===== src/rtl/mem_write_scheduler.sv =====
// mem_write_scheduler
//   Feeds the two write ports of a 32x16 dual-write-port register memory from
//   two independent valid/ready request channels. Each channel has its own
//   FIFO; heads are issued onto the matching write port. When both heads
//   target the same word, channel 1 goes first and channel 2 follows a cycle
//   later, so channel 2's value is the one left in the memory.
//   The memory's clock-gating enable is held high while anything is pending,
//   while a write is being issued, and for HOLD_CYCLES cycles afterwards.
//
// Ports
//   clk, rst                      clock, synchronous active-high reset
//   req1_valid/ready/addr/data    channel 1 request (ready = FIFO not full)
//   req2_valid/ready/addr/data    channel 2 request (ready = FIFO not full)
//   wr1_en/addr/data              registered memory write port 1
//   wr2_en/addr/data              registered memory write port 2
//   mem_enable                    registered memory clock-gating enable
//   busy                          a FIFO holds data or a write is on a port
module mem_write_scheduler #(
    parameter int DEPTH       = 4,
    parameter int HOLD_CYCLES = 2
) (
    input  logic        clk,
    input  logic        rst,
    input  logic        req1_valid,
    output logic        req1_ready,
    input  logic [3:0]  req1_addr,
    input  logic [31:0] req1_data,
    input  logic        req2_valid,
    output logic        req2_ready,
    input  logic [3:0]  req2_addr,
    input  logic [31:0] req2_data,
    output logic        wr1_en,
    output logic [3:0]  wr1_addr,
    output logic [31:0] wr1_data,
    output logic        wr2_en,
    output logic [3:0]  wr2_addr,
    output logic [31:0] wr2_data,
    output logic        mem_enable,
    output logic        busy
);
    localparam int PTR_W   = $clog2(DEPTH);
    localparam int CNT_W   = PTR_W + 1;
    localparam int ENTRY_W = 36;    // {addr[3:0], data[31:0]}

    logic [1:0]              in_valid;
    logic [1:0]              in_ready;
    logic [1:0]              push;
    logic [1:0]              pop;
    logic [1:0]              nonempty;
    logic [1:0][ENTRY_W-1:0] in_entry;
    logic [1:0][ENTRY_W-1:0] head;

    assign in_valid = {req2_valid, req1_valid};
    assign in_entry = {{req2_addr, req2_data}, {req1_addr, req1_data}};
    assign req1_ready = in_ready[0];
    assign req2_ready = in_ready[1];

    // One FIFO per channel. Ready depends only on occupancy, so a full FIFO
    // that is popping this cycle still refuses a new beat.
    genvar gi;
    generate
        for (gi = 0; gi < 2; gi++) begin : g_fifo
            logic [ENTRY_W-1:0] store_q [DEPTH];
            logic [PTR_W-1:0]   wr_ptr_q, wr_ptr_d;
            logic [PTR_W-1:0]   rd_ptr_q, rd_ptr_d;
            logic [CNT_W-1:0]   count_q, count_d;

            assign in_ready[gi] = (count_q != CNT_W'(DEPTH));
            assign nonempty[gi] = (count_q != '0);
            assign push[gi]     = in_valid[gi] & in_ready[gi];
            assign head[gi]     = store_q[rd_ptr_q];

            always_comb begin
                wr_ptr_d = wr_ptr_q;
                rd_ptr_d = rd_ptr_q;
                count_d  = count_q;
                if (push[gi]) wr_ptr_d = wr_ptr_q + PTR_W'(1);
                if (pop[gi])  rd_ptr_d = rd_ptr_q + PTR_W'(1);
                case ({push[gi], pop[gi]})
                    2'b10:   count_d = count_q + CNT_W'(1);
                    2'b01:   count_d = count_q - CNT_W'(1);
                    default: count_d = count_q;
                endcase
            end

            always_ff @(posedge clk) begin
                if (rst) begin
                    wr_ptr_q <= '0;
                    rd_ptr_q <= '0;
                    count_q  <= '0;
                end else begin
                    wr_ptr_q <= wr_ptr_d;
                    rd_ptr_q <= rd_ptr_d;
                    count_q  <= count_d;
                end
            end

            // Storage needs no reset: the pointers define what is valid.
            always_ff @(posedge clk) begin
                if (push[gi]) store_q[wr_ptr_q] <= in_entry[gi];
            end
        end
    endgenerate

    logic [1:0]        wr_en_q, wr_en_d;
    logic [1:0][3:0]   wr_addr_q, wr_addr_d;
    logic [1:0][31:0]  wr_data_q, wr_data_d;
    logic [3:0]        hold_cnt_q, hold_cnt_d;
    logic              mem_enable_q, mem_enable_d;

    // Issue: channel 1 always drains when it has a head; channel 2 yields
    // for one cycle when its head targets the same word as channel 1's.
    always_comb begin
        pop    = '0;
        pop[0] = nonempty[0];
        pop[1] = nonempty[1] &
                 (~nonempty[0] | (head[0][ENTRY_W-1:32] != head[1][ENTRY_W-1:32]));
    end

    always_comb begin
        wr_en_d   = pop;
        wr_addr_d = wr_addr_q;
        wr_data_d = wr_data_q;
        for (int i = 0; i < 2; i++) begin
            if (pop[i]) begin
                wr_addr_d[i] = head[i][ENTRY_W-1:32];
                wr_data_d[i] = head[i][31:0];
            end
        end

        if (|pop)
            hold_cnt_d = 4'(HOLD_CYCLES);
        else if (hold_cnt_q != '0)
            hold_cnt_d = hold_cnt_q - 4'd1;
        else
            hold_cnt_d = hold_cnt_q;

        // Rises together with the first wrN_en, so the memory is already
        // clocked at the edge where it captures that write.
        mem_enable_d = (|nonempty) | (|pop) | (hold_cnt_q != '0);
    end

    always_ff @(posedge clk) begin
        if (rst) begin
            wr_en_q      <= '0;
            wr_addr_q    <= '0;
            wr_data_q    <= '0;
            hold_cnt_q   <= '0;
            mem_enable_q <= 1'b0;
        end else begin
            wr_en_q      <= wr_en_d;
            wr_addr_q    <= wr_addr_d;
            wr_data_q    <= wr_data_d;
            hold_cnt_q   <= hold_cnt_d;
            mem_enable_q <= mem_enable_d;
        end
    end

    assign wr1_en     = wr_en_q[0];
    assign wr1_addr   = wr_addr_q[0];
    assign wr1_data   = wr_data_q[0];
    assign wr2_en     = wr_en_q[1];
    assign wr2_addr   = wr_addr_q[1];
    assign wr2_data   = wr_data_q[1];
    assign mem_enable = mem_enable_q;
    assign busy       = (|nonempty) | (|wr_en_q);
endmodule


===== config.mk =====
export PLATFORM = sky130hd
export DESIGN_NAME = mem_write_scheduler
export DESIGN_NICKNAME = d
export VERILOG_FILES = /design/src/rtl/mem_write_scheduler.sv
export SDC_FILE = /design/constraint.sdc
export NUM_CORES = 1
export LEC_CHECK = 0
export BUFFER_PORTS_ARGS = -buffer_cell sky130_fd_sc_hd__buf_2
export CAP_MARGIN = 30
export CELL_PAD_IN_SITES_DETAIL_PLACEMENT = 1
export CELL_PAD_IN_SITES_GLOBAL_PLACEMENT = 1
export CORE_ASPECT_RATIO = 0.7
export CORE_UTILIZATION = 40
export DETAILED_ROUTE_END_ITERATION = 8
export PLACE_DENSITY = 0.72
export RECOVER_POWER = 25
export SLEW_MARGIN = 0
export SYNTH_ARGS = -nofsm -noshare
export SYNTH_HDL_FRONTEND = slang
export SYNTH_SLANG_ARGS = --single-unit

===== constraint.sdc =====
create_clock -name clk -period 3.4 [get_ports clk]
set_clock_uncertainty 0.2 [all_clocks]
set_input_delay 0.34 -clock clk [delete_from_list [all_inputs] [get_ports clk]]
set_output_delay 0.34 -clock clk [all_outputs]
set_load 0.01 [all_outputs]

* Yosys cells after proc, flatten, opt, wreduce, memory -nomap -nowiden
Memory sizes are Yosys's and may differ from the RTL's. A register that Yosys moved wholly into a read port is not among the register bits.
Cells that the tools add are included.
** Cells by class
- Multiplexer cells :: 12
- Eq/ne operators :: 7
- $add $sub $neg :: 9
- Reductions and logical operators :: 10
- Bitwise logic cells :: 8
** Operators by type and width (number)
- $mux 2 :: 6
- $pmux 3 s2 :: 2
- $add 2x1->2 const B :: 4
- $add 3x1->3 const B :: 2
- $ne 3x3->1 const B :: 2
- $reduce_bool 2->1 :: 3
- $reduce_bool 3->1 :: 2
- $reduce_or 2->1 :: 3
- $sub 3x1->3 const B :: 2
- $eq 2x1->1 const B :: 2
- $eq 2x2->1 const B :: 2
- $mux 1 :: 4
- $ne 4x4->1 :: 1
- $or 1x1->1 :: 4
- $reduce_bool 4->1 :: 1
- $sub 4x1->4 const B :: 1
- $and 1x1->1 :: 3
- $reduce_or 3->1 :: 1
- $not 1->1 :: 1
** Storage, ports and cells
- Output and inout port bits :: 78
- Memory bits (writable) :: 288
- Bits of input ports :: 76
- Memories kept :: 2
- Word-level logic and storage cells :: 62
- Register bits :: 93
** Memory list
- g_fifo[0].store_q :: words 4, width 36, rd ports 1, clocked after Yosys merged registers in 1, write ports 1, line 63 : logic [ENTRY_W-1:0] store_q [DEPTH];
- g_fifo[1].store_q :: words 4, width 36, rd ports 1, clocked after Yosys merged registers in 1, write ports 1, line 63

* Logic depth before layout (Yosys ltp)
Gate-level depths: netlist of run 1.
- Depth after elaboration :: 7
- Mapped depth :: 12
- Gate-level depth less buffers :: 10

* Worst setup path before layout of run 1
No wires, ideal clock.
- Kind :: reg2reg
- Start point :: reg with a tool-made name
- End point :: reg g_fifo[1].count_q[2]
- Library setup time :: 0.070 ns
- Period minus slack after synthesis :: 3.010 ns
- Path buffers :: 2
- Cell stages (with the launch flop) :: 13
- Required time :: 3.130 ns
- Path slack :: 0.390 ns
- Data arrival time :: 2.740 ns
- Path through :: dfxtp_1 > buf_4 > mux4_2 > xor2_1 > nor3_2 > buf_6 > a21oi_1 > ha_1 > inv_1 > fa_1 > xor2_1 > or3_1 > a21oi_1
** RTL lines
- end signal: assignment :: line 94 : count_q <= count_d;
- end: declaration :: line 66 : logic [CNT_W-1:0] count_q, count_d;

==> summary.md, run 1 <==
| Metric | Value |
|---|---|
| PwrDens | `816.8 nW/um2` |
| Critical Path, Cell by Cell | `mux4_2 -> xor2_1 -> nor3_4 -> a21oi_1 -> ha_1 -> inv_1 -> fa_1 -> xor2_1 -> or3_1 -> a21oi_1` |
| Worst Tran Pin Value | `0.7946 ns` |
| Max cap viols | `0` |
| Vias in the first global route | `9573` |
| Unique masters post-synth | `38` |
| Pin count of the biggest net entering global routing | `76` |
| Status | `finished clean` |
| Core Util, Final | `49.79%` |
| WP buf/inv | `1` |
| Starting Density | `41.12%` |
| Post-route ant nets | `0` |
| Met3 Use GR | `3.422%` |
| Family with the most delay on the worst path | `adder cells` |
| Most frequent cells in the layout | `edfxtp_1 (288), buf_2 (102), dfxtp_1 (93), nand2_1 (85)` |
| Gr usage total | `19.86%` |
| Net count after synthesis | `1014` |
| Max-Slew Margin vs Limit | `47.03%` |
| Chip height | `163.6 um` |
| Synthesis Warnings | `0` |
| Worst setup SP type | `flop` |
| Via count | `8937` |
| Root Buffer | `clkbuf_16` |
| Unrepaired setup endpoints after global routing | `no` |
| CP arrival | `3.51 ns` |
| Area grow syn2layout | `21.10%` |
| Final hold violations | `0` |
| Die area | `38090 um2` |
| Sequential share of the synthesized area | `70.98%` |
| Min cycle time layout | `3.251 ns` |
| RePlAce Congestion | `0.7505` |
| Worst skew pair latency | `0.54 ns` |
| Setup violators final | `0` |
| Lkg Pwr | `6.379 nW` |
| Fin crit share | `95.61%` |
| Peak supply drop | `0.5223 mV` |
| Number of CTS-inserted buffers | `39` |
| HPWL Detailed | `22820 um` |
| NumNets Final | `1246` |
| Io pins | `154` |
| CP Capture Type | `flop` |
| Num Clock Sinks | `385` |
| DRC Markers | `0` |
| Initial DRC count | `513` |
| Seq cells post-synth | `385` |
| First-pass GRT wire length | `57110 um` |
| CP Data Required Time | `3.66 ns` |
| Post-synthesis average cell area | `16.11 um2` |
| Core Region | `36280 um2` |
| PortBufs | `153` |
| Layout fillers | `3586` |
| Core Rows | `58` |
| Die W | `232.8 um` |
| CTS tree | `built` |
| Pre-antenna DRT Iters | `4` |
| Setup_tns | `0 ns` |
| Gr ovfl total | `0` |
| Most common cell after layout, fill and taps aside | `edfxtp_1` |
| Mapped Area | `14920 um2` |
| Met1 Use GR | `27.18%` |
| Via/cell ratio | `5.351` |
| Critical-path top delay cell | `mux4_2` |
| Setup CP Type | `flop to flop` |
| DR WL/cell | `22.25 um` |
| CTS H-tree lvls | `2` |
| Drt total wl | `37160 um` |
| Gr busiest metal | `met2` |
| GRT met2 Usage | `32.29%` |
| Layout cell share with drive strength beyond 1 | `23.42%` |
| CTS Buffer Depth | `3` |
| Fmax | `0.3076 GHz` |
| HP Class | `input port to flop` |
| Slew Viols, Final | `0` |
| Initial antenna violation count | `4` |
| Critical Path Fanout Max | `6` |
| Post-Syn Instances | `926` |
| Max incr delay on CP | `0.56 ns` |
| Clock transition at path regs | `0.06 ns` |
==> worst min-delay path, cell delays in order <==
cell and delay (ns):
buf_2 0.12, and2_1 0.17, nand2_1 0.07, a21oi_1 0.05
==> final timing paths <==
path	to	startpoint	slack [ns]	cells past startpoint
max	g_fifo[1].count_q[2]	flop	0.15	10
max reg2reg	g_fifo[1].count_q[2]	flop	0.15	10
min reg2reg	wr1_data[26]	wr1_data[26]	0.25	2
min	g_fifo[1].wr_ptr_q[1]	req2_valid	0.05	4
==> flip-flops by register name, indices dropped and copies added (netlist names), named ones only <==
signal           cells
g_fifo.count_q       6
g_fifo.rd_ptr_q      4
wr1_data            32
g_fifo.store_q     288
g_fifo.wr_ptr_q      4
wr2_addr             4
wr2_data            32
wr1_addr             4
wr_en_q              2
hold_cnt_q           4
mem_enable           1
==> layer usage <==
metal  vias up  part of all wire, %  routed length, um
met1      4624                   45              16830
met5         -                    0                  0
li1       4084                    -                  -
met2       171                   48              17870
met4         0                  2.6                964
met3        58                  4.0               1487
==> where the power goes <==
| group | internal (mW) | switching (mW) |
|---|---|---|
| Combinational | 1.79 | 2.68 |
| Clock | 2.21 | 1.77 |
| Sequential | 5.89 | 0.418 |
| Total | 9.89 | 4.87 |
==> repair_timing <==
action                     CTS  global route
hold buffers                72             0
hold endpoints to repair   288             0
resized for setup            0             1
setup buffers                0             0
setup endpoints to repair    0             1
==> final cells by class <==
cell class | count | area, um2 | area share [%]
Sequential cell | 385 | 10600 | 58.64
Multi-Input combinational cell | 455 | 3950 | 21.86
Timing Repair Buffer | 257 | 1683 | 9.314
Clock buffer | 48 | 1020 | 5.644
Tap cell | 480 | 600.6 | 3.324
Clock inverter | 22 | 136.4 | 0.7548
Inverter | 20 | 75.07 | 0.4155
Antenna cell | 3 | 7.507 | 0.04155
==> cells in the mapped netlist (all sizes together) <==
library cell  instances  share of area, %
nor3                  7              0.27
and4                  1             0.059
nor2                 15              0.39
nor3b                 2              0.10
nand3                35               1.2
nand2                85               2.1
nor4                  2             0.084
inv                  20              0.50
and2                  3              0.13
a32oi                32               1.9
nand2b               33               1.4
or2                   1             0.042
mux4                 72                11
buf                  31               1.4
and3                 41               1.7
ha                   10              0.84
o211ai                4              0.30
xnor2                 2              0.12
a41oi                 2              0.12
o21ai                 3              0.10
fa                    2              0.27
nand4                37               1.6
a211oi                3              0.15
or3                   4              0.17
o32a                  4              0.27
dfxtp                97                13
xor2                  9              0.53
a21oi                45               1.5
clkbuf               35              0.88
edfxtp              288                58
o31a                  1             0.059
==> per-stage QoR <==
stage	area (um2)	hold slack [ns]	cells	setup slack, ns	total power [mW]
6_report	18070	0.05482	1670	0.1492	14.76
5_1_grt	18060	0.08386	1669	0.01477	15.48
4_1_cts	18120	0.04190	1667	0.1072	14.90
3_5_place_dp	16240	0.2420	1525	0.1418	10.82
3_3_place_gp	16220	0.2354	1524	0.2782	10.61
2_1_floorplan	14920	0.2389	926	0.3900	9.313
==> logic make-up after synthesis <==
logic type | after synthesis | synth area share [%]
AO/OA/AOI/OAI | 94 | 4.386
XOR/XNOR | 11 | 0.6458
adder cells (fa/ha/maj) | 12 | 1.107
buffers and inverters | 86 | 2.801
flip-flops | 385 | 70.98
multiplexers | 72 | 10.87
AND/OR/NAND/NOR | 266 | 9.208
Note: power is estimated with default switching activity, not from simulation.
==> inputs of run 2 (changes only) <==
--- a/config.mk
+++ b/config.mk
@@ -6,13 +6,13 @@
 export NUM_CORES = 1
 export LEC_CHECK = 0
 export BUFFER_PORTS_ARGS = -buffer_cell sky130_fd_sc_hd__buf_2
-export CAP_MARGIN = 30
+export CAP_MARGIN = 20
 export CELL_PAD_IN_SITES_DETAIL_PLACEMENT = 1
 export CELL_PAD_IN_SITES_GLOBAL_PLACEMENT = 1
 export CORE_ASPECT_RATIO = 0.7
 export CORE_UTILIZATION = 40
 export DETAILED_ROUTE_END_ITERATION = 8
-export PLACE_DENSITY = 0.72
+export PLACE_DENSITY_LB_ADDON = 0.1
 export RECOVER_POWER = 25
 export SLEW_MARGIN = 0
 export SYNTH_ARGS = -nofsm -noshare
==> constraint.sdc (replaced) <==
create_clock -name clk -period 2.7 [get_ports clk]
set_clock_uncertainty 0.2 [all_clocks]
set_input_delay 0.27 -clock clk [delete_from_list [all_inputs] [get_ports clk]]
set_output_delay 0.27 -clock clk [all_outputs]
set_load 0.01 [all_outputs]
==> run 2 against run 1 <==
Net effect: the run now ends with negative setup slack left; fmax up 15%; global-route usage down 0.44 points; power up 27%; cell count up 0.24%; via count down 0.97%; setup slack worse by 0.28 ns; die area unchanged; largest power group unchanged.
==> summary.md, run 2 (same netlist as run 1, synthesis figures left out) <==
| Metric | Value |
|---|---|
| Via count | `8850 (-0.97%)` |
| Core Rows | `58 (unchanged)` |
| Failing checks | `negative setup slack` |
| Worst Tran Pin Value | `0.7027 ns (-0.09188 ns)` |
| RePlAce Congestion | `0.7244 (-3.5%)` |
| Die W | `232.8 um (unchanged)` |
| Critical Path Fanout Max | `6 (unchanged)` |
| Cell Area, Placed | `16360 um2 (+0.73%)` |
| Antenna Cells | `0 (-3)` |
| Most common cell after layout, fill and taps aside | `edfxtp_1` |
| CTS tree | `built` |
| Setup violators final | `1 (+1)` |
| Setup CP Type | `flop to flop` |
| Min-delay src | `rst` |
| Post-route ant nets | `0 (unchanged)` |
| Die area | `38090 um2 (unchanged)` |
| Min cycle time layout | `2.833 ns (-0.4182 ns)` |
| Io pins | `154 (unchanged)` |
| Via/cell ratio | `5.287 (-1.2%)` |
| CTS Buffer Depth | `3 (unchanged)` |
| First-pass GRT wire length | `55750 um (-2.4%)` |
| CP arrival | `3.10 ns (-0.41 ns)` |
| Pin count of the biggest net entering global routing | `76 (unchanged)` |
| Final instance area | `18290 um2 (+1.2%)` |
| Chip height | `163.6 um (unchanged)` |
| Initial DRC count | `524 (+2.1%)` |
| Worst setup SP type | `flop` |
| Final setup margin | `-0.1326 ns (-0.2818 ns)` |
| Slew Viols, Final | `0 (unchanged)` |
| Initial antenna violation count | `0 (-4)` |
| Fin crit share | `104.9% (+9.3 points)` |
| HPWL Detailed | `21980 um (-3.7%)` |
| HP Class | `input port to flop` |
| Gr ovfl total | `0 (unchanged)` |
| Area grow syn2layout | `22.58%` |
| Final hold violations | `0 (unchanged)` |
| Worst skew pair latency | `0.55 ns (about the same)` |
| Pre-antenna DRT Iters | `4 (unchanged)` |
| Biggest register | `g_fifo.store_q` |
| Max reg flops | `288 (unchanged)` |
| Starting Density | `41.12% (unchanged)` |
| CTS H-tree lvls | `2 (unchanged)` |
| Max cap viols | `0 (unchanged)` |
| Layout cell share with drive strength beyond 1 | `24.71% (+1.3 points)` |
| Number of CTS-inserted buffers | `39 (unchanged)` |
| Fmax | `0.3530 GHz (+15%)` |
| Drt total wl | `35970 um (-3.2%)` |
| Hold Slack | `0.02998 ns (-0.02483 ns)` |
| CP Capture Type | `flop` |
| DRC Markers | `0 (unchanged)` |
| Peak supply drop | `0.6542 mV (+25%)` |
| Unrepaired setup endpoints after global routing | `yes` |
| Clock transition at path regs | `0.07 ns (about the same)` |
| NumNets Final | `1252 (+0.48%)` |
| PortBufs | `153 (unchanged)` |
| DR WL/cell | `21.49 um (-3.4%)` |
| Lkg Pwr | `6.453 nW (+1.2%)` |
| PwrDens | `1028 nW/um2 (+26%)` |
| Num Clock Sinks | `385 (unchanged)` |
| Max-Slew Margin vs Limit | `53.15% (+6.1 points)` |
| Most frequent cells in the layout | `edfxtp_1 (288), buf_2 (104), dfxtp_1 (93), nand2_1 (85), dlygate4sd3_1 (74)` |
| Setup WS pre-CTS | `-0.2158 ns (-0.3576 ns)` |
| Setup_tns | `-0.1326 ns (-0.1326 ns)` |
| CP Data Required Time | `2.97 ns (-0.69 ns)` |
| Status | `complete, but fails checks` |
| Root Buffer | `clkbuf_16` |
| Vias in the first global route | `9319 (-2.7%)` |
| Gr usage total | `19.42% (-0.44 points)` |
| Core Region | `36280 um2 (unchanged)` |
==> run 2: worst max-delay path: stages (launching register included) <==
cell	delay, ns
dfxtp_4	0.40
mux4_2	0.56
xor2_2	0.26
nor3_4	0.08
a21oi_2	0.14
ha_2	0.20
inv_2	0.04
fa_2	0.32
xor2_1	0.15
or3_1	0.30
a21oi_1	0.11
==> run 2: area by class of cell <==
cell class	count	area (um2)
well taps	480	600.6
clock buffers	56	1091
clock inverters	15	111.4
inverters	20	75.07
flip-flops and latches	385	10600
multi-input cells	455	3994
repair buffers	263	1815
fillers	3582	18000
==> run 2: stage by stage <==
step | instances | total power, mW | utilization (%)
final | 1674 | 18.79 | 50.40
after CTS | 1672 | 19.03 | 50.51
after floorplan | 926 | 11.78 | -
after detailed placement | 1526 | 13.69 | 45.08
after global routing | 1674 | 19.85 | 50.40
after global placement | 1526 | 13.56 | 45.08
==> run 2: power by group <==
part	switching, mW	total, mW	leakage, nW	internal, mW
sequential	0.527	7.95	3.44	7.42
clock	2.24	5.16	0.587	2.92
combinational	3.32	5.69	2.42	2.36
total	6.09	18.8	6.45	12.7
==> run 2: final timing paths <==
kind | to | slack (ns) | cells past startpoint
max | g_fifo[1].count_q[2] | -0.13 | 10
min | wr2_addr[1] | 0.03 | 3
max reg2reg | g_fifo[1].count_q[2] | -0.13 | 10
min reg2reg | wr1_data[19] | 0.25 | 2
==> run 2: metal layers <==
| metal | vias up | wire length, um | GRT usage [%] |
|---|---|---|---|
| li1 | 4080 | - | - |
| met1 | 4568 | 17550 | 28.78 |
| met3 | 38 | 1537 | 3.020 |
| met5 | - | 0 | 0 |
| met2 | 164 | 16380 | 30.06 |
| met4 | 0 | 499 | 4.575 |
==> run 2: what timing repair did <==
item                                    CTS  global route
endpoints found under the setup margin   27            43
hold endpoints to repair                290             0
gates resized for setup                   4             2
hold buffers                             74             0
pin swaps                                 7             6
buffers inserted                          1             2
